File: src/rtl/nx_outbound_arbiter.sv
// Outbound AXI4-stream arbiter: merges control and core 31-bit messages into
// 64-bit beats (two tagged words per beat), with bounded control priority and idle flush.
module nx_outbound_arbiter #(
  parameter int AXI4_DATA_WIDTH = 64,
  parameter int AXI4_STRB_WIDTH = AXI4_DATA_WIDTH / 8,
  parameter int AXI4_ID_WIDTH   = 1,
  parameter int FLUSH_CYCLES    = 16,
  parameter int CTRL_BURST_MAX  = 4
) (
  input  logic                       clk_i,
  input  logic                       rstn_i,
  input  logic [30:0]                ctrl_data_i,
  input  logic                       ctrl_valid_i,
  output logic                       ctrl_ready_o,
  input  logic [30:0]                core_data_i,
  input  logic                       core_valid_i,
  output logic                       core_ready_o,
  output logic [AXI4_DATA_WIDTH-1:0] outbound_tdata_o,
  output logic [AXI4_STRB_WIDTH-1:0] outbound_tkeep_o,
  output logic [AXI4_STRB_WIDTH-1:0] outbound_tstrb_o,
  output logic [AXI4_ID_WIDTH-1:0]   outbound_tid_o,
  output logic                       outbound_tlast_o,
  output logic                       outbound_tvalid_o,
  input  logic                       outbound_tready_i
);

  localparam int WORD_W    = AXI4_DATA_WIDTH / 2;
  localparam int HALF_STRB = AXI4_STRB_WIDTH / 2;
  localparam logic [AXI4_STRB_WIDTH-1:0] KEEP_FULL  = {AXI4_STRB_WIDTH{1'b1}};
  localparam logic [AXI4_STRB_WIDTH-1:0] KEEP_LOW   = {{HALF_STRB{1'b0}}, {HALF_STRB{1'b1}}};
  localparam logic [7:0]                 FLUSH_LAST = 8'(FLUSH_CYCLES - 1);
  localparam logic [3:0]                 BURST_MAX  = 4'(CTRL_BURST_MAX);

  typedef enum logic [1:0] {
    ST_EMPTY = 2'd0,
    ST_HALF  = 2'd1,
    ST_FULL  = 2'd2
  } state_e;

  state_e                     state_r, state_nxt_s;
  logic [AXI4_DATA_WIDTH-1:0] tdata_r, tdata_nxt_s;
  logic [AXI4_STRB_WIDTH-1:0] tkeep_r, tkeep_nxt_s;
  logic [7:0]                 idle_r, idle_nxt_s;
  logic [3:0]                 burst_r;
  logic                       can_accept_s;
  logic                       grant_ctrl_s;
  logic                       grant_core_s;
  logic                       accept_ctrl_s;
  logic                       accept_core_s;
  logic                       accept_s;
  logic [WORD_W-1:0]          word_s;

  // Control wins unless it has already held the bus CTRL_BURST_MAX times in front of a waiting core word.
  assign can_accept_s  = (state_r != ST_FULL) || outbound_tready_i;
  assign grant_ctrl_s  = ctrl_valid_i && !(core_valid_i && (burst_r == BURST_MAX));
  assign grant_core_s  = core_valid_i && !grant_ctrl_s;
  assign accept_ctrl_s = can_accept_s && grant_ctrl_s;
  assign accept_core_s = can_accept_s && grant_core_s;
  assign accept_s      = accept_ctrl_s || accept_core_s;
  assign word_s        = grant_ctrl_s ? {1'b1, ctrl_data_i} : {1'b0, core_data_i};

  assign ctrl_ready_o      = rstn_i && accept_ctrl_s;
  assign core_ready_o      = rstn_i && accept_core_s;
  assign outbound_tdata_o  = tdata_r;
  assign outbound_tkeep_o  = tkeep_r;
  assign outbound_tstrb_o  = tkeep_r;
  assign outbound_tid_o    = {AXI4_ID_WIDTH{1'b0}};
  assign outbound_tlast_o  = 1'b1;
  assign outbound_tvalid_o = (state_r == ST_FULL);

  // Packer state and beat registers.
  always_ff @(posedge clk_i or negedge rstn_i) begin
    if (!rstn_i) begin
      state_r <= ST_EMPTY;
      tdata_r <= {AXI4_DATA_WIDTH{1'b0}};
      tkeep_r <= {AXI4_STRB_WIDTH{1'b0}};
      idle_r  <= 8'd0;
    end else begin
      state_r <= state_nxt_s;
      tdata_r <= tdata_nxt_s;
      tkeep_r <= tkeep_nxt_s;
      idle_r  <= idle_nxt_s;
    end
  end

  // Consecutive control grants seen by a waiting core source, saturating.
  always_ff @(posedge clk_i or negedge rstn_i) begin
    if (!rstn_i) begin
      burst_r <= 4'd0;
    end else if (!core_valid_i || accept_core_s) begin
      burst_r <= 4'd0;
    end else if (accept_ctrl_s && (burst_r != BURST_MAX)) begin
      burst_r <= burst_r + 4'd1;
    end else begin
      burst_r <= burst_r;
    end
  end

  // Next packer state.
  always_comb begin
    state_nxt_s = state_r;
    case (state_r)
      ST_EMPTY: begin
        if (accept_s) state_nxt_s = ST_HALF;
        else          state_nxt_s = ST_EMPTY;
      end
      ST_HALF: begin
        if (accept_s)                 state_nxt_s = ST_FULL;
        else if (idle_r == FLUSH_LAST) state_nxt_s = ST_FULL;
        else                          state_nxt_s = ST_HALF;
      end
      ST_FULL: begin
        if (!outbound_tready_i) state_nxt_s = ST_FULL;
        else if (accept_s)      state_nxt_s = ST_HALF;
        else                    state_nxt_s = ST_EMPTY;
      end
      default: state_nxt_s = ST_EMPTY;
    endcase
  end

  // Beat contents and idle counter; a held beat only changes on its handshake.
  always_comb begin
    tdata_nxt_s = tdata_r;
    tkeep_nxt_s = tkeep_r;
    idle_nxt_s  = idle_r;
    case (state_r)
      ST_EMPTY: begin
        if (accept_s) begin
          tdata_nxt_s = {{WORD_W{1'b0}}, word_s};
          idle_nxt_s  = 8'd0;
        end else begin
          idle_nxt_s  = idle_r;
        end
      end
      ST_HALF: begin
        if (accept_s) begin
          tdata_nxt_s[AXI4_DATA_WIDTH-1:WORD_W] = word_s;
          tkeep_nxt_s = KEEP_FULL;
          idle_nxt_s  = 8'd0;
        end else if (idle_r == FLUSH_LAST) begin
          tdata_nxt_s[AXI4_DATA_WIDTH-1:WORD_W] = {WORD_W{1'b0}};
          tkeep_nxt_s = KEEP_LOW;
          idle_nxt_s  = 8'd0;
        end else begin
          idle_nxt_s  = idle_r + 8'd1;
        end
      end
      ST_FULL: begin
        if (outbound_tready_i && accept_s) begin
          tdata_nxt_s = {{WORD_W{1'b0}}, word_s};
          idle_nxt_s  = 8'd0;
        end else begin
          idle_nxt_s  = idle_r;
        end
      end
      default: begin
        tdata_nxt_s = {AXI4_DATA_WIDTH{1'b0}};
        tkeep_nxt_s = {AXI4_STRB_WIDTH{1'b0}};
        idle_nxt_s  = 8'd0;
      end
    endcase
  end

endmodule

File: config.mk
export PLATFORM = sky130hd
export DESIGN_NAME = nx_outbound_arbiter
export DESIGN_NICKNAME = d
export VERILOG_FILES = /design/src/rtl/nx_outbound_arbiter.sv
export SDC_FILE = /design/constraint.sdc
export NUM_CORES = 1
export LEC_CHECK = 0
export ABC_AREA = 1
export CAP_MARGIN = 20
export CELL_PAD_IN_SITES_DETAIL_PLACEMENT = 0
export CELL_PAD_IN_SITES_GLOBAL_PLACEMENT = 1
export CORE_MARGIN = 2
export CORE_UTILIZATION = 33
export DETAILED_ROUTE_END_ITERATION = 6
export GPL_ROUTABILITY_DRIVEN = 0
export GPL_TIMING_DRIVEN = 0
export PLACE_DENSITY = 0.89
export SLEW_MARGIN = 20
export SYNTH_ARGS = -nofsm -noshare
export SYNTH_HDL_FRONTEND = slang
export SYNTH_SLANG_ARGS = --single-unit
File: constraint.sdc
create_clock -name clk_i -period 2.5 [get_ports clk_i]
set_input_delay 0.375 -clock clk_i [delete_from_list [all_inputs] [get_ports clk_i]]
set_output_delay 0.375 -clock clk_i [all_outputs]
set_load 0.01 [all_outputs]
==> reports/metrics.cfg, run 1 <==
[worst_setup_path]
cpMaxStageDelayCell=sky130_fd_sc_hd__dfrtp_1
critical_path_arrival_ns=1.88
critPathBufInv=3
worst_r2r_startpoint=burst_r[0]$_DFFE_PN0P_
critical_path.top_delay_family=buffers and inverters
worst-r2r-setup-slack_ns=0.36
setup.worst_path.class=reg2out
critical_path_required_ns=2.12
critical_path.max_stage_delay_ns=0.41
cp_cell_sequence=inv_1, ha_1, nand4_1, nand2_4, clkbuf_8, nand3_1, nor2_1, dlygate4sd2_1
startpoint=burst_r[0]$_DFFE_PN0P_
cp_max_fo=10
critical_path.endpoint_type=output port
worstSetupStartpointType=register

[final_layout]
antenna_cells_inserted=0
finish.instance_area_um2=5860
layout.area.seq_um2=2000
area_growth_syn_to_layout_pct=51.7
count_of_fill_cells_added_during_filler_insertion=1151
final_cells=826
postLayoutCoreUtil_pct=51.3
area_of_the_multi_input_gates_um2=1580
num-nets-final=749
layout-drive-gt1-share_pct=7.91

[clock_network]
worst_skew_pair.late_latency_ns=0.34
cts_hold_repair.buffers=0
cts-htree-levels=3
root_buffer=sky130_fd_sc_hd__clkbuf_16
cts.clk_slew.worst_paths_ns=0.06
clock_path_buffers=2
clock_sinks=80
tritoncts=done
numCtsBuffers=9

[yosys]
synthesis.area_per_instance_um2=7.49
synth_sequential_area_ratio_pct=51.8
yosys_register_bits=80
syn_area_um2=3860
synth.net_count=586
synth.lib_cells_used.distinct=24
synthCells=516
synthesis.yosys.warnings=0

[pwr]
p_leak_nw=3.06
power.net_switching_mw=2.17
power.share.combinational_pct=46.5
power_density_nw_per_um2=1030
power_report.internal_total_mw=3.84
ir_worst_vdd_v=0.000527
power.share.switching_pct=36.1
clock_power_share_pct=20.1
power_frac_seq_pct=33.4

[global_route]
gr-usage-met1_pct=23.0
grt_util_all_layers_pct=18.0
antenna_found_initial=0
grt.busiest_layer=met2
global_route.overflow_total=0
via_count_of_the_first_global_routing_pass=3745
global_route.usage.met2_pct=29.7
global_route.usage.met3_pct=5.94
grt_start_max_net_pins=50
global_route_wire_length_before_repair_mm=18.3

[sta]
report.final.setup_viol=0
fin_crit_sh_pct=90.1
totalNegativeSetupSlack_ns=0
finalMaxSlewViolations=0
clock.fmax_mhz=444
clock_skew_ns=0.00608
worst-slew-pin-transition_ns=0.642
grt_setup_unrepaired=false
post-route-min-period_ns=2.25
slew-limit-headroom_pct=57.2
report.final.hold_viol_count=0
fin_ws_ns=0.247

[routing]
detail_route.iter0.violations=133
postRouteAntennaNets=0
totalWireLength_mm=10.9
via_count=3735
drt-pass1-iter-count=4
drc=0
routed_via_density=4.52
routedWlPerCell_um=13.2

[floorplan]
chipHeight_um=112
floorplan.die_area_um2=12600
top_level_ports=152
rows=39
die_w_um=112
core_area_um2=11400
floorplan.initialDensity_pct=33.8

[place]
detail_placement_hpwl_mm=7.93
place.detailed.instances=809
portBuffers=149
placement.cell_area_um2=5550
placement.setup.worst_slack_ns=-0.524

[run]
max-cap-violations=0

[worst_hold_path]
holdCritPathClass=in2async

[outcome]
run_status=completed

-- path summary, 6_finish.rpt --
kind / to / cells past startpoint
min: burst_r[2]$_DFFE_PN0P_ / 1
max reg2reg: outbound_tdata_o[17]$_DFFE_PN0P_ / 11
max: core_ready_o / 8
min in group clk_i: outbound_tdata_o[43]$_DFFE_PN0P_ / 2
min reg2reg: outbound_tdata_o[43]$_DFFE_PN0P_ / 2
max in group asynchronous: outbound_tdata_o[10]$_DFFE_PN0P_ / 2
-- routing by layer --
metal	vias to the layer above	share of wire, %
met1	1722	44
met3	9	8.5
met5	-	0
met4	0	1.1
li1	1879	-
met2	125	46
-- synthesized netlist by cell type --
| cell | n | area share (%) |
|---|---|---|
| sky130_fd_sc_hd__a21boi_1 | 1 | 0.19 |
| sky130_fd_sc_hd__buf_2 | 9 | 1.2 |
| sky130_fd_sc_hd__buf_4 | 18 | 3.5 |
| sky130_fd_sc_hd__clkbuf_1 | 9 | 0.87 |
| sky130_fd_sc_hd__clkinv_1 | 1 | 0.097 |
| sky130_fd_sc_hd__conb_1 | 2 | 0.19 |
| sky130_fd_sc_hd__dfrtp_1 | 80 | 52 |
| sky130_fd_sc_hd__ha_1 | 3 | 0.97 |
| sky130_fd_sc_hd__inv_1 | 18 | 1.7 |
| sky130_fd_sc_hd__inv_2 | 1 | 0.097 |
| sky130_fd_sc_hd__nand2_1 | 319 | 31 |
| sky130_fd_sc_hd__nand3_1 | 22 | 2.9 |
| sky130_fd_sc_hd__nand3_2 | 1 | 0.26 |
| sky130_fd_sc_hd__nand4_1 | 6 | 0.97 |
| sky130_fd_sc_hd__nor2_1 | 11 | 1.1 |
| sky130_fd_sc_hd__nor2_2 | 1 | 0.16 |
| sky130_fd_sc_hd__nor2_4 | 1 | 0.29 |
| sky130_fd_sc_hd__nor3_1 | 1 | 0.13 |
| sky130_fd_sc_hd__nor3_4 | 1 | 0.42 |
| sky130_fd_sc_hd__o21ai_0 | 4 | 0.52 |
| sky130_fd_sc_hd__o21ai_2 | 1 | 0.23 |
| sky130_fd_sc_hd__o21bai_2 | 1 | 0.29 |
| sky130_fd_sc_hd__xnor2_1 | 1 | 0.23 |
| sky130_fd_sc_hd__xor2_1 | 4 | 0.91 |
-- metrics by stage --
stage               hold WS [ns]  total power [mW]
finish                    0.0649              6.01
global route               0.105              6.45
CTS                       0.0864              6.10
detailed placement         0.443              4.86
global placement           0.453              4.81
floorplan                 0.0794              3.29
-- placed cells by master, fill, tap and decap left out, drive strengths merged --
master         synthesis  final
a21boi                 1      1
buf                   27     31
clkbuf                 9     20
clkdlybuf4s50          0    146
clkinv                 1      2
clkinvlp               0      3
conb                   2      2
dfrtp                 80     80
dlygate4sd2            0      1
dlymetal6s2s           0      1
ha                     3      3
inv                   19     19
nand2                319    319
nand3                 23     23
nand4                  6      6
nor2                  13     13
nor3                   2      2
o21ai                  5      5
o21bai                 1      1
xnor2                  1      1
xor2                   4      4
-- worst reg2reg max path: stages (launching register included) --
cell and delay [ns]:
sky130_fd_sc_hd__dfrtp_1 0.41, sky130_fd_sc_hd__inv_1 0.09, sky130_fd_sc_hd__ha_1 0.16, sky130_fd_sc_hd__nand4_1 0.15, sky130_fd_sc_hd__nand2_4 0.13, sky130_fd_sc_hd__buf_4 0.16
sky130_fd_sc_hd__clkinv_1 0.23, sky130_fd_sc_hd__clkbuf_1 0.36, sky130_fd_sc_hd__nand2_1 0.13, sky130_fd_sc_hd__nand2_1 0.08, sky130_fd_sc_hd__nand2_1 0.06, sky130_fd_sc_hd__nand2_1 0.05
-- power groups by stage --
stage | clock network, mW | logic [mW] | registers [mW]
3_5_place_dp | 0 | 2.84 | 2.02
2_1_floorplan | 0 | 1.11 | 2.18
3_3_place_gp | 0 | 2.80 | 2.02
5_1_grt | 1.30 | 3.08 | 2.07
6_report | 1.21 | 2.79 | 2.01
4_1_cts | 1.24 | 2.85 | 2.01
-- registers in the layout, summed over array words and instances (netlist names) --
register,flops
idle_r,8
burst_r,4
state_r,2
outbound_tkeep_o,2
outbound_tdata_o,64
-- kinds of logic after synthesis --
family / count (synthesis) / synth area share (%)
AO/OA/AOI/OAI: 7 / 1.23
other: 2 / 0.194
AND/OR/NAND/NOR: 363 / 37.2
flip-flops: 80 / 51.8
XOR/XNOR: 5 / 1.13
buffers and inverters: 56 / 7.48
adder cells (fa/ha/maj): 3 / 0.972
-- final cells by class --
cell class                      count  share of cell area, %
Sequential cell                    80                   34.2
Clock inverter                      4                  0.534
Tap cell                          143                   3.05
Inverter                           20                   1.28
Timing Repair Buffer              152                   26.0
Multi-Input combinational cell    380                   27.0
Clock buffer                       11                   4.14
Buffer                             36                   3.82
-- timing repair --
item	in CTS	in global routing
buffers inserted	2	0
endpoints found under the setup margin	1	1
endpoints found under the hold margin	0	0
gates resized for setup	6	1
pin swaps	2	0
Power figures use the tool's default switching activity.
==> inputs of run 2 (changes only) <==
--- a/config.mk
+++ b/config.mk
@@ -9,12 +9,11 @@
 export CAP_MARGIN = 20
 export CELL_PAD_IN_SITES_DETAIL_PLACEMENT = 0
 export CELL_PAD_IN_SITES_GLOBAL_PLACEMENT = 1
-export CORE_MARGIN = 2
-export CORE_UTILIZATION = 33
+export CORE_UTILIZATION = 30
 export DETAILED_ROUTE_END_ITERATION = 6
 export GPL_ROUTABILITY_DRIVEN = 0
 export GPL_TIMING_DRIVEN = 0
-export PLACE_DENSITY = 0.89
+export PLACE_DENSITY = 0.82
 export SLEW_MARGIN = 20
 export SYNTH_ARGS = -nofsm -noshare
 export SYNTH_HDL_FRONTEND = slang
==> run 2 against run 1 <==
Effect of this change: sequential power hardly changed; setup slack got worse by 0.042 ns; global-route usage down 0.77 points; sequential share of layout area is 0.43 points lower; cell count up 3.6%; combinational power barely moved; die area grew 5.9%; clock power is 7% higher.
==> reports/metrics.cfg, run 2 (synthesized netlist as in run 1, its figures left out) <==
[floorplan]
chipHeight_um=115  ; was 112 um
die_w_um=115  ; was 112 um
rows=41  ; was 39
floorplan.die_area_um2=13300  ; was 12,600 um2
top_level_ports=152  ; unchanged
core_area_um2=12600  ; was 11,400 um2
floorplan.initialDensity_pct=30.7  ; was 33.8%

[global_route]
global_route_wire_length_before_repair_mm=17.5  ; was 18.3 mm
grt_util_all_layers_pct=17.3  ; was 18.0%
global_route.overflow_total=0  ; unchanged
via_count_of_the_first_global_routing_pass=3553  ; was 3,745
grt_start_max_net_pins=52  ; was 50
antenna_found_initial=0  ; unchanged

[worst_setup_path]
setup.worst_path.class=reg2out  ; unchanged
cpMaxStageDelayCell=sky130_fd_sc_hd__dfrtp_1  ; unchanged
r2r_end=outbound_tdata_o[20]$_DFFE_PN0P_  ; was outbound_tdata_o[17]$_DFFE_PN0P_
critical_path_required_ns=2.12  ; about the same
worstSetupStartpointType=register  ; unchanged
critical_path_arrival_ns=1.92  ; was 1.88 ns
critical_path.max_stage_delay_ns=0.40  ; was 0.41 ns
cp_max_fo=10  ; unchanged
reg2regPathDepth=11  ; unchanged
worst_r2r_startpoint=burst_r[0]$_DFFE_PN0P_  ; unchanged
cp_cell_sequence=inv_1, ha_1, nand4_1, nand2_4, clkbuf_8, nand3_1, nor2_1, dlygate4sd2_1  ; unchanged
worst-r2r-setup-slack_ns=0.29  ; was 0.36 ns
critical_path.endpoint_type=output port  ; unchanged
worstSetupEndpoint=core_ready_o  ; unchanged
startpoint=burst_r[0]$_DFFE_PN0P_  ; unchanged

[final_layout]
finish.instance_area_um2=5930  ; was 5860 um2
count_of_fill_cells_added_during_filler_insertion=1275  ; was 1,151
postLayoutCoreUtil_pct=47.2  ; was 51.3%
antenna_cells_inserted=0  ; unchanged
final_cells=856  ; was 826
area_growth_syn_to_layout_pct=53.6  ; was 51.7%
mostFrequentLayoutCell=sky130_fd_sc_hd__nand2_1  ; unchanged
max_ffs_per_register=64  ; unchanged
num-nets-final=750  ; was 749
layout-drive-gt1-share_pct=7.89  ; was 7.91%
most-common-layout-cells=318 x sky130_fd_sc_hd__nand2_1, 147 x sky130_fd_sc_hd__clkdlybuf4s50_1, 80 x sky130_fd_sc_hd__dfrtp_1  ; was 318 x sky130_fd_sc_hd__nand2_1, 146 x sky130_fd_sc_hd__clkdlybuf4s50_1, 80 x sky130_fd_sc_hd__dfrtp_1

[sta]
fin_crit_sh_pct=91.8  ; was 90.1%
clock.fmax_mhz=436  ; was 444 MHz
grt_setup_unrepaired=false  ; unchanged
report.final.hold_viol_count=0  ; unchanged
post-route-min-period_ns=2.29  ; was 2.25 ns
report.final.setup_viol=0  ; unchanged
finalMaxSlewViolations=0  ; unchanged
hold_ws_ns=0.0520  ; was 0.0649 ns
clock_skew_ns=0.00771  ; was 0.00608 ns
fin_ws_ns=0.206  ; was 0.247 ns
slew-limit-headroom_pct=37.5  ; was 57.2%
worst-slew-pin-transition_ns=0.934  ; was 0.642 ns

[run]
max-cap-violations=0  ; unchanged

[place]
place.detailed.instances=838  ; was 809
portBuffers=149  ; unchanged
placement.cell_area_um2=5590  ; was 5550 um2
placement.setup.worst_slack_ns=-0.576  ; was -0.524 ns
detail_placement_hpwl_mm=8.08  ; was 7.93 mm

[clock_network]
cts-htree-levels=3  ; unchanged
clock_sinks=80  ; unchanged
clock_path_buffers=2  ; unchanged
tritoncts=done  ; unchanged
root_buffer=sky130_fd_sc_hd__clkbuf_16  ; unchanged
worst_skew_pair.late_latency_ns=0.33  ; was 0.34 ns
cts.clk_slew.worst_paths_ns=0.05  ; was 0.06 ns
numCtsBuffers=9  ; unchanged

[worst_hold_path]
holdCritPathClass=in2async  ; unchanged

[routing]
drc=0  ; unchanged
postRouteAntennaNets=0  ; unchanged
routedWlPerCell_um=12.9  ; was 13.2 um
via_count=3706  ; was 3,735
totalWireLength_mm=11.1  ; was 10.9 mm
drt-pass1-iter-count=4  ; unchanged
routed_via_density=4.33  ; was 4.52
detail_route.iter0.violations=160  ; was 133

[pwr]
p_leak_nw=3.07  ; was 3.06 nW
power_density_nw_per_um2=1030  ; about the same
ir_worst_vdd_v=0.000473  ; was 0.000527 V

[outcome]
run_status=completed  ; unchanged

run 2: worst max-delay path: cells and delay by family, from the launching register on:
family	cells	cell delay, ns
flops	1	0.40
simple gates	4	0.48
buf+inv	3	0.55
fa+ha+maj	1	0.17
run 2: layout make-up:
cell class / instances / area [um2] / share of cell area (%)
timing repair buffer: 153 / 1540 / 26.0
multi-input combinational: 380 / 1580 / 26.6
buffer: 36 / 224 / 3.77
sequential: 80 / 2000 / 33.7
clock buffer: 10 / 239 / 4.03
tap: 172 / 215 / 3.63
inverter: 20 / 75.1 / 1.27
clock inverter: 5 / 56.3 / 0.949
run 2: metrics by stage:
stage / TNS [ns] / total power, mW
after detailed placement: -1.48 / 4.88
after floorplan: 0 / 3.29
after global routing: 0 / 6.53
final: 0 / 6.12
after global placement: -156.45 / 4.82
after CTS: 0 / 6.22
run 2: worst min path at each step:
stage,cells after the start,to,slack [ns]
floorplan,0,burst_r[0]$_DFFE_PN0P_,0.08
global placement,2,outbound_tdata_o[59]$_DFFE_PN0P_,0.45
detailed placement,1,state_r[1]$_DFF_PN0_,0.35
CTS,2,outbound_tdata_o[35]$_DFFE_PN0P_,0.06
global route,2,idle_r[0]$_DFFE_PN0P_,0.07
finish,2,burst_r[2]$_DFFE_PN0P_,0.05
run 2: power by group:
part           switching (mW)  internal, mW
combinational            1.38          1.43
clock                   0.505         0.794
sequential              0.291          1.72
total                    2.17          3.94
run 2: per-layer routing:
| metal | wire length, um | part of all wire, % | GRT usage (%) |
|---|---|---|---|
| met1 | 4740 | 43 | 20.4 |
| met2 | 5290 | 48 | 29.6 |
| met3 | 811 | 7.3 | 4.18 |
| met4 | 225 | 2.0 | 7.97 |
| met5 | 0 | 0 | 0 |
run 2: repair_timing:
action | 4_1_cts | 5_1_grt
setup buffers | 1 | 0
gates resized for setup | 6 | 0
hold endpoints to repair | 20 | 0
hold buffers | 2 | 0
setup endpoints to repair | 1 | 0
